<file path="config.mk">
export PLATFORM = sky130hd
export DESIGN_NAME = core_ifetch_queue
export DESIGN_NICKNAME = d
export VERILOG_FILES = /design/src/rtl/core_ifetch_queue.sv
export SDC_FILE = /design/constraint.sdc
export NUM_CORES = 1
export LEC_CHECK = 0
export ABC_AREA = 1
export CORE_MARGIN = 10
export CORE_UTILIZATION = 50
export CTS_BUF_LIST = sky130_fd_sc_hd__clkbuf_4 sky130_fd_sc_hd__clkbuf_8 sky130_fd_sc_hd__clkbuf_16
export DETAILED_ROUTE_END_ITERATION = 12
export PLACE_DENSITY = 0.8
export SLEW_MARGIN = 5
export SYNTH_ARGS = -nofsm -noshare
export SYNTH_HDL_FRONTEND = slang
export SYNTH_SLANG_ARGS = --single-unit
</file>
<file path="constraint.sdc">
create_clock -name i_clk -period 5.29 [get_ports i_clk]
set_clock_uncertainty 0.2 [all_clocks]
set_input_delay 1.3225 -clock i_clk [delete_from_list [all_inputs] [get_ports i_clk]]
set_output_delay 1.3225 -clock i_clk [all_outputs]
set_load 0.05 [all_outputs]
</file>
<file path="src/rtl/core_ifetch_queue.sv">
// Instruction fetch unit: issues sequential word reads over a req/gnt + in-order rvalid bus
// and buffers {pc, inst} pairs in a small FIFO feeding decode with valid/ready.
module core_ifetch_queue #(
    parameter int          DEPTH    = 4,
    parameter int          MAX_OUT  = 2,
    parameter logic [31:0] RESET_PC = 32'h0000_0000
) (
    input  logic        i_clk,
    input  logic        i_rst_n,
    output logic        o_imem_req,
    output logic [31:0] o_imem_addr,
    input  logic        i_imem_gnt,
    input  logic        i_imem_rvalid,
    input  logic [31:0] i_imem_rdata,
    input  logic        i_redirect,
    input  logic [31:0] i_redirect_pc,
    output logic        o_valid,
    input  logic        i_ready,
    output logic [31:0] o_inst,
    output logic [31:0] o_pc
);
    localparam int AW = (DEPTH > 1) ? $clog2(DEPTH) : 1;
    localparam int CW = $clog2(DEPTH + 1);

    logic [31:0]   fetch_pc_q, fetch_pc_d;
    logic [31:0]   resp_pc_q, resp_pc_d;
    logic [31:0]   pc_mem_q   [DEPTH];
    logic [31:0]   inst_mem_q [DEPTH];
    logic [AW-1:0] wr_ptr_q, wr_ptr_d;
    logic [AW-1:0] rd_ptr_q, rd_ptr_d;
    logic [CW-1:0] count_q, count_d;
    logic [CW-1:0] out_cnt_q, out_cnt_d;
    logic [CW-1:0] kill_cnt_q, kill_cnt_d;

    logic [CW:0]   credit;
    logic [31:0]   redir_tgt;
    logic          grant, rsp, kill, push, pop;

    // Credits count both buffered words and in-flight reads, so a push can never overflow.
    assign credit      = {1'b0, count_q} + {1'b0, out_cnt_q};
    assign o_imem_req  = i_rst_n & ~i_redirect & (credit < (CW+1)'(DEPTH))
                         & (out_cnt_q < CW'(MAX_OUT));
    assign o_imem_addr = fetch_pc_q;

    assign grant     = o_imem_req & i_imem_gnt;
    // A response with nothing in flight is a protocol violation and is ignored outright.
    assign rsp       = i_imem_rvalid & (out_cnt_q != '0);
    assign kill      = rsp & (kill_cnt_q != '0);
    assign push      = rsp & ~kill & ~i_redirect;
    assign redir_tgt = {i_redirect_pc[31:2], 2'b00};

    assign o_valid = (count_q != '0) & ~i_redirect;
    assign pop     = o_valid & i_ready;
    assign o_inst  = inst_mem_q[rd_ptr_q];
    assign o_pc    = pc_mem_q[rd_ptr_q];

    always_comb begin
        fetch_pc_d = fetch_pc_q;
        resp_pc_d  = resp_pc_q;
        wr_ptr_d   = wr_ptr_q;
        rd_ptr_d   = rd_ptr_q;
        count_d    = count_q;
        out_cnt_d  = out_cnt_q + CW'(grant) - CW'(rsp);
        kill_cnt_d = kill_cnt_q;
        if (i_redirect) begin
            // Everything still outstanding after this cycle belongs to the old path.
            fetch_pc_d = redir_tgt;
            resp_pc_d  = redir_tgt;
            rd_ptr_d   = wr_ptr_q;
            count_d    = '0;
            kill_cnt_d = out_cnt_q - CW'(rsp);
        end else begin
            if (grant) fetch_pc_d = fetch_pc_q + 32'd4;
            if (push)  resp_pc_d  = resp_pc_q + 32'd4;
            if (push)  wr_ptr_d   = wr_ptr_q + AW'(1);
            if (pop)   rd_ptr_d   = rd_ptr_q + AW'(1);
            count_d    = count_q + CW'(push) - CW'(pop);
            kill_cnt_d = kill_cnt_q - CW'(kill);
        end
    end

    always_ff @(posedge i_clk or negedge i_rst_n) begin
        if (!i_rst_n) begin
            fetch_pc_q <= RESET_PC;
            resp_pc_q  <= RESET_PC;
            wr_ptr_q   <= '0;
            rd_ptr_q   <= '0;
            count_q    <= '0;
            out_cnt_q  <= '0;
            kill_cnt_q <= '0;
            for (int i = 0; i < DEPTH; i++) begin
                pc_mem_q[i]   <= '0;
                inst_mem_q[i] <= '0;
            end
        end else begin
            fetch_pc_q <= fetch_pc_d;
            resp_pc_q  <= resp_pc_d;
            wr_ptr_q   <= wr_ptr_d;
            rd_ptr_q   <= rd_ptr_d;
            count_q    <= count_d;
            out_cnt_q  <= out_cnt_d;
            kill_cnt_q <= kill_cnt_d;
            if (push) begin
                pc_mem_q[wr_ptr_q]   <= resp_pc_q;
                inst_mem_q[wr_ptr_q] <= i_imem_rdata;
            end
        end
    end
endmodule

</file>
==> out/qor.yml, run 1 <==
grt_usage_pct: 21.84
synth_top_area_share_pct: 51.07
startpoint_type: "register"
cts_setup_buffers: 0
synthTopCellsByArea: "dfrtp_1, nand2_1, o21ai_0"
clock_sinks: 321
relSlewSlack_pct: 34.01
routabilityCongestion: 0.8933
synth_top_area_cell: "dfrtp_1"
cts-resized-gates: 0
drc_errors: 0
grt.overflow.total: 0
outcome: "complete, no violations"
clk_latency_ns: 0.52
maxCapViolations: 0
num_io_pins: 168
end_kind: "output port"
cts_max_level: 2
startpoint: "rd_ptr_q[0]$_DFFE_PN0P_"
hold_start: "inst_mem_q[95]$_DFFE_PN0P_"
die_y_um: 197.4
ant_nets: 0
wl_met1_um: 18760
hold_viol: 0
synthCells: 1952
path_class: "reg -> out"
wl_met2_um: 19230
ys_warn_count: 0
synth-seq-area-share_pct: 51.07
critPathMaxFanout: 63
period_needed_ns: 4.694
setup_slack_ns: 0.5960
ys_ff_latch: 321
port_buffers: 161
wl_per_cell_um: 17.10
antenna_found_initial: 0
pre_cts_ws_ns: 0.9979
ir_worst_vdd_mv: 0.3732
cts_tree: "built"
routed.top_layer: "met4"
r2r_cells: 9
holdPathStages: 2
wl_met3_um: 3560
regArea_um2: 8038
synth_cell_types: 39
dr.pass1.iters: 5
antenna_cells: 0
ctsRootBufferMaster: "clkbuf_16"
rows: 64
cts.clk_slew.worst_paths_ns: 0.06
grt_pass1_wl_um: 70190
die_area_um2: 38950
ctsHoldBuffers: 0
via_per_inst: 5.594
wirelength_um: 42520
synth_edf_count: 0
fin_nets: 2151
area_growth_pct: 17.83
drv_slew: 0
async_flop_share_pct: 100.0
hold_class: "reg -> reg"
dr.first_iter.drc_count: 1103
fin_tns_setup_ns: 0
syn_area_um2: 15730
multi_input_comb_area_um2: 6496
cts_inserted_buffers: 36
initial_core_util_pct: 51.02
drive_above_1_share_pct: 5.598
vias: 13910
p_leak_nw: 8.590
grt_pass1_vias: 13670
core_area_um2: 30830
rsz0062_at_grt: "false"
synth_ff_type: "dfrtp_1"
fill_cells: 2723
post-dp-hpwl_um: 27830
cp.required_ns: 3.77
synth_area_per_cell_um2: 8.058
clockBufferDepth: 3
r2r-start: "count_q[1]$_DFF_PN0_"
finalSetupViolCount: 0
arrival_ns: 3.17
fmax_ghz: 0.2130
min_period_over_period_pct: 88.73
worst_pin_slew_ns: 0.9898
power_density_nw_per_um2: 598.8
die_w_um: 197.4
grt_max_degree: 90
-- kinds of logic after synthesis --
| family | synth area share (%) |
|---|---|
| xor gates and xnor gates | 1.336 |
| other | 0.02384 |
| DFF | 51.07 |
| buffers and inverters | 7.700 |
| adders and majority gates | 1.607 |
| AOI/OAI and AO/OA | 16.90 |
| and+or+nand+nor | 21.23 |
| muxes | 0.1273 |
-- final cells by class --
class	count	area share, %
Clock buffer	53	5.914
Tap cell	396	2.673
Inverter	141	2.862
Timing Repair Buffer	183	9.721
Clock inverter	13	0.4118
Multi-Input combinational cell	1379	35.05
Sequential cell	321	43.37
-- final timing paths --
check / slack, ns / endpoint
worst max-delay path: 0.60 / o_pc[19]
worst min-delay path: 0.28 / inst_mem_q[95]$_DFFE_PN0P_
worst max register to register: 2.11 / o_imem_addr[9]$_DFFE_PN0P_
worst min register to register: 0.28 / inst_mem_q[95]$_DFFE_PN0P_
max in group asynchronous: 2.28 / o_imem_addr[28]$_DFFE_PN0P_
min in group asynchronous: 0.49 / pc_mem_q[67]$_DFFE_PN0P_
-- through the flow --
stage	hold slack [ns]	cell area [µm²]	total power, mW	instances	utilization, %
3_5_place_dp	0.2636	17360	8.690	2420	56.31
3_3_place_gp	0.2597	17360	8.538	2420	56.31
6_report	0.2757	18530	11.10	2486	60.12
2_1_floorplan	0.2478	15740	7.072	1955	-
5_1_grt	0.2921	18530	11.81	2486	60.12
4_1_cts	0.2780	18530	11.17	2486	60.12
-- power breakdown --
part | total, mW | switching [mW] | leakage, nW | internal, mW
registers | 3.80 | 0.557 | 4.21 | 3.25
clock network | 2.44 | 0.998 | 0.603 | 1.44
logic | 4.85 | 3.23 | 3.78 | 1.62
total | 11.1 | 4.79 | 8.59 | 6.31
-- registers in the layout (all words and copies together), names as in the netlist --
signal and flops:
rd_ptr_q 2, count_q 3, kill_cnt_q 3, o_imem_addr 30, inst_mem_q 128, wr_ptr_q 2, resp_pc_q 30, pc_mem_q 120
out_cnt_q 3
-- synthesized netlist by cell type (2+ instances only) --
| master | count |
|---|---|
| o21ai_1 | 195 |
| dfrtp_1 | 321 |
| buf_4 | 6 |
| inv_1 | 136 |
| nor3_1 | 7 |
| xor2_1 | 20 |
| ha_1 | 17 |
| o211ai_1 | 14 |
| buf_6 | 28 |
| buf_2 | 17 |
| clkinv_1 | 2 |
| buf_1 | 7 |
| xnor2_1 | 4 |
| fa_1 | 2 |
| nand4_1 | 12 |
| a31oi_1 | 4 |
| nor2_2 | 3 |
| o22ai_1 | 63 |
| nand2_1 | 502 |
| clkbuf_1 | 56 |
| o21ai_0 | 203 |
| nand3b_1 | 3 |
| nor2_1 | 224 |
| nor3_2 | 2 |
| nand3_1 | 64 |
| inv_2 | 3 |
| a21oi_1 | 13 |
| nand2_4 | 5 |
| o21ai_2 | 8 |
| mux2i_1 | 2 |
-- worst max-delay path, stage by stage, from the launching register on --
cell and delay (ns):
dfrtp_4 0.86, buf_4 0.45, o21ai_0 0.14, o22ai_1 0.29, clkdlybuf4s50_1 0.87
-- placed cells by master, fill, tap and decap left out, drive strengths merged --
cell type	n
nand2	507
o21ai	406
dfrtp	321
nor2	229
clkdlybuf4s50	159
inv	139
nand3	65
o22ai	63
clkbuf	53
buf	24
xor2	20
ha	17
clkinv	15
o211ai	14
a21oi	13
nand4	12
nor3	9
xnor2	4
a31oi	4
conb	4
nand3b	3
mux2i	2
fa	2
and2	1
nor4	1
and3	1
o21bai	1
or2	1
-- routing by layer --
metal	track usage (%)	vias to the layer above
met5	0	-
met2	34.59	580
met3	4.463	68
met1	29.54	6637
li1	-	6622
met4	6.921	0
Note: power is estimated with default switching activity, not from simulation.
==> inputs of run 2 (changes only) <==
- CTS_CLUSTER_DIAMETER: unset -> 40
==> run 2 against run 1 <==
  * Setup slack got worse by 0.026 ns
  * Clock power increased by 32%
  * First-iteration DRC count increased by 15%
  * Wire length increased by 1.6%
  * Non-clock buffer count unchanged
  * Sequential power about the same
  * Worst hold slack about the same
  * Final area increased by 2.5%
  * Core utilization increased by 1.5 points
  * Largest power group unchanged
  * Critical path type unchanged
==> out/qor.yml, run 2 (synthesized netlist as in run 1, its figures left out) <==
outcome: "complete, no violations"  # unchanged
fin_nets: 2160  # was 2151
die_w_um: 197.4  # unchanged
worst_pin_slew_ns: 0.9660  # was 0.9898 ns
cts.clk_slew.worst_paths_ns: 0.05  # was 0.06 ns
final_common_cell: "nand2_1"  # unchanged
worst_path_dominant_cell_family: "buffers and inverters"  # unchanged
hold_class: "reg -> reg"  # unchanged
core_area_um2: 30830  # unchanged
ir_worst_vdd_mv: 0.3266  # was 0.3732 mV
relSlewSlack_pct: 35.60  # was 34.01%
grt.overflow.total: 0  # unchanged
crit_slowest_cell: "clkdlybuf4s50_1"  # unchanged
clk_latency_ns: 0.55  # was 0.52 ns
drc_errors: 0  # unchanged
fin_tns_setup_ns: 0  # unchanged
drv_slew: 0  # unchanged
maxCapViolations: 0  # unchanged
p_leak_nw: 8.795  # was 8.590 nW
cts_inserted_buffers: 45  # was 36
antenna_cells: 0  # unchanged
dr.pass1.iters: 5  # unchanged
arrival_ns: 3.20  # was 3.17 ns
busiest_layer: "met2"  # unchanged
grt_max_degree: 90  # unchanged
wirelength_um: 43210  # was 42520 µm
post-dp-hpwl_um: 27830  # unchanged
cp.required_ns: 3.77  # about the same
met2_usage_pct: 35.28  # was 34.59%
cts-resized-gates: 0  # unchanged
antenna_found_initial: 0  # unchanged
slowest_delay_ns: 0.87  # about the same
pwr-share-seq_pct: 32.0  # was 34.3%
dr.first_iter.drc_count: 1265  # was 1103
net-switching-power_mw: 4.930  # was 4.785 mW
total_power_mw: 11.91  # was 11.10 mW
whs_ns: 0.2756  # was 0.2757 ns
die_y_um: 197.4  # unchanged
period_needed_ns: 4.720  # was 4.694 ns
largest_registers: "inst_mem_q x128, pc_mem_q x120"  # unchanged
vias: 14060  # was 13910
port_buffers: 161  # unchanged
cts_tree: "built"  # unchanged
layout_common_cells: "nand2_1, dfrtp_1, nor2_1, o21ai_0, o21ai_1"  # unchanged
met3_usage_pct: 4.600  # was 4.463%
fin_util_pct: 61.63  # was 60.12%
rows: 64  # unchanged
grt_usage_pct: 22.09  # was 21.84%
fmax_ghz: 0.2119  # was 0.2130 GHz
wl_per_cell_um: 17.28  # was 17.10 µm
path_class: "reg -> out"  # unchanged
die_area_um2: 38950  # unchanged
top_register: "inst_mem_q"  # unchanged
hold_viol: 0  # unchanged
cts_max_level: 2  # unchanged
end_kind: "output port"  # unchanged
grt_pass1_vias: 13730  # was 13670
drive_above_1_share_pct: 6.226  # was 5.598%
critPathMaxFanout: 63  # unchanged
dp_cells: 2420  # unchanged
power_density_nw_per_um2: 626.7  # was 598.8 nW/µm²
startpoint_type: "register"  # unchanged
final_cells: 2500  # was 2486
finalSetupViolCount: 0  # unchanged
num_io_pins: 168  # unchanged
largest_reg_flops: 128  # unchanged
via_per_inst: 5.623  # was 5.594
min_period_over_period_pct: 89.23  # was 88.73%
clockBufferDepth: 3  # unchanged
rsz0062_at_grt: "false"  # unchanged
crit_path_cell_trace: "buf_4, o21ai_0, o22ai_1, clkdlybuf4s50_1"  # unchanged
ctsRootBufferMaster: "clkbuf_16"  # unchanged
comb_power_share_pct: 40.9  # was 43.7%
initial_core_util_pct: 51.02  # unchanged
swShare_pct: 41.40  # was 43.12%
grt_util_met1_pct: 29.59  # was 29.54%
cts_setup_buffers: 0  # unchanged
p_int_mw: 6.979  # was 6.313 mW
ctsHoldBuffers: 0  # unchanged
ant_nets: 0  # unchanged
grt_pass1_wl_um: 70820  # was 70190 µm
clock_sinks: 321  # unchanged
critPathBufInv: 2  # unchanged
p_clk_share_pct: 27.1  # was 22.0%
routabilityCongestion: 0.8933  # unchanged
area_growth_pct: 20.80  # was 17.83%
-- run 2: cell count changes in the layout (fill, tap and decap cells not counted) --
cell / previous run / this run
clkbuf_8: 8 / 5
clkinv_8: 0 / 1
clkinvlp_4: 0 / 2
clkbuf_16: 37 / 46
inv_6: 2 / 3
clkinv_2: 11 / 4
inv_16: 0 / 1
clkinv_4: 1 / 3
bufinv_16: 0 / 8
-- run 2: worst min-delay path, cell delays in order (launching register included) --
cell	delay (ns)
dfrtp_1	0.33
nand2_1	0.06
o21ai_2	0.05
-- run 2: per-layer routing --
metal | vias up | part of all wire (%)
li1 | 6634 | -
met1 | 6771 | 43
met2 | 587 | 46
met3 | 66 | 8.7
met4 | 0 | 2.1
met5 | - | 0
-- run 2: metrics by stage --
stage,setup WS [ns],instance area [µm²]
2_1_floorplan,1.344,15740
3_5_place_dp,0.9979,17360
4_1_cts,0.5927,19000
3_3_place_gp,1.031,17360
5_1_grt,0.4195,19000
6_report,0.5699,19000
-- run 2: path summary, 6_finish.rpt --
check	from	to	slack [ns]	cells after the start
min	inst_mem_q[95]$_DFFE_PN0P_	inst_mem_q[95]$_DFFE_PN0P_	0.28	2
max reg2reg	count_q[1]$_DFF_PN0_	o_imem_addr[19]$_DFFE_PN0P_	2.12	11
max	rd_ptr_q[0]$_DFFE_PN0P_	o_pc[19]	0.57	4
max in group asynchronous	i_rst_n	o_imem_addr[8]$_DFFE_PN0P_	2.31	3
min reg2reg	inst_mem_q[95]$_DFFE_PN0P_	inst_mem_q[95]$_DFFE_PN0P_	0.28	2
min in group asynchronous	i_rst_n	pc_mem_q[68]$_DFFE_PN0P_	0.46	1
-- run 2: area by class of cell --
class,count,area [µm²]
clock buffers,59,1280
clock inverters,21,359.1
fillers,2649,11830
inverters,141,530.5
multi-input cells,1379,6496
flip-flops and latches,321,8038
well taps,396,495.5
repair buffers,183,1802
-- run 2: power by group through the flow --
stage / clock network [mW] / registers (mW) / logic, mW
after floorplan: 0 / 3.73 / 3.34
after global placement: 0 / 3.78 / 4.76
after detailed placement: 0 / 3.82 / 4.87
after CTS: 3.26 / 3.80 / 4.91
after global routing: 3.39 / 3.92 / 5.31
final: 3.22 / 3.81 / 4.87
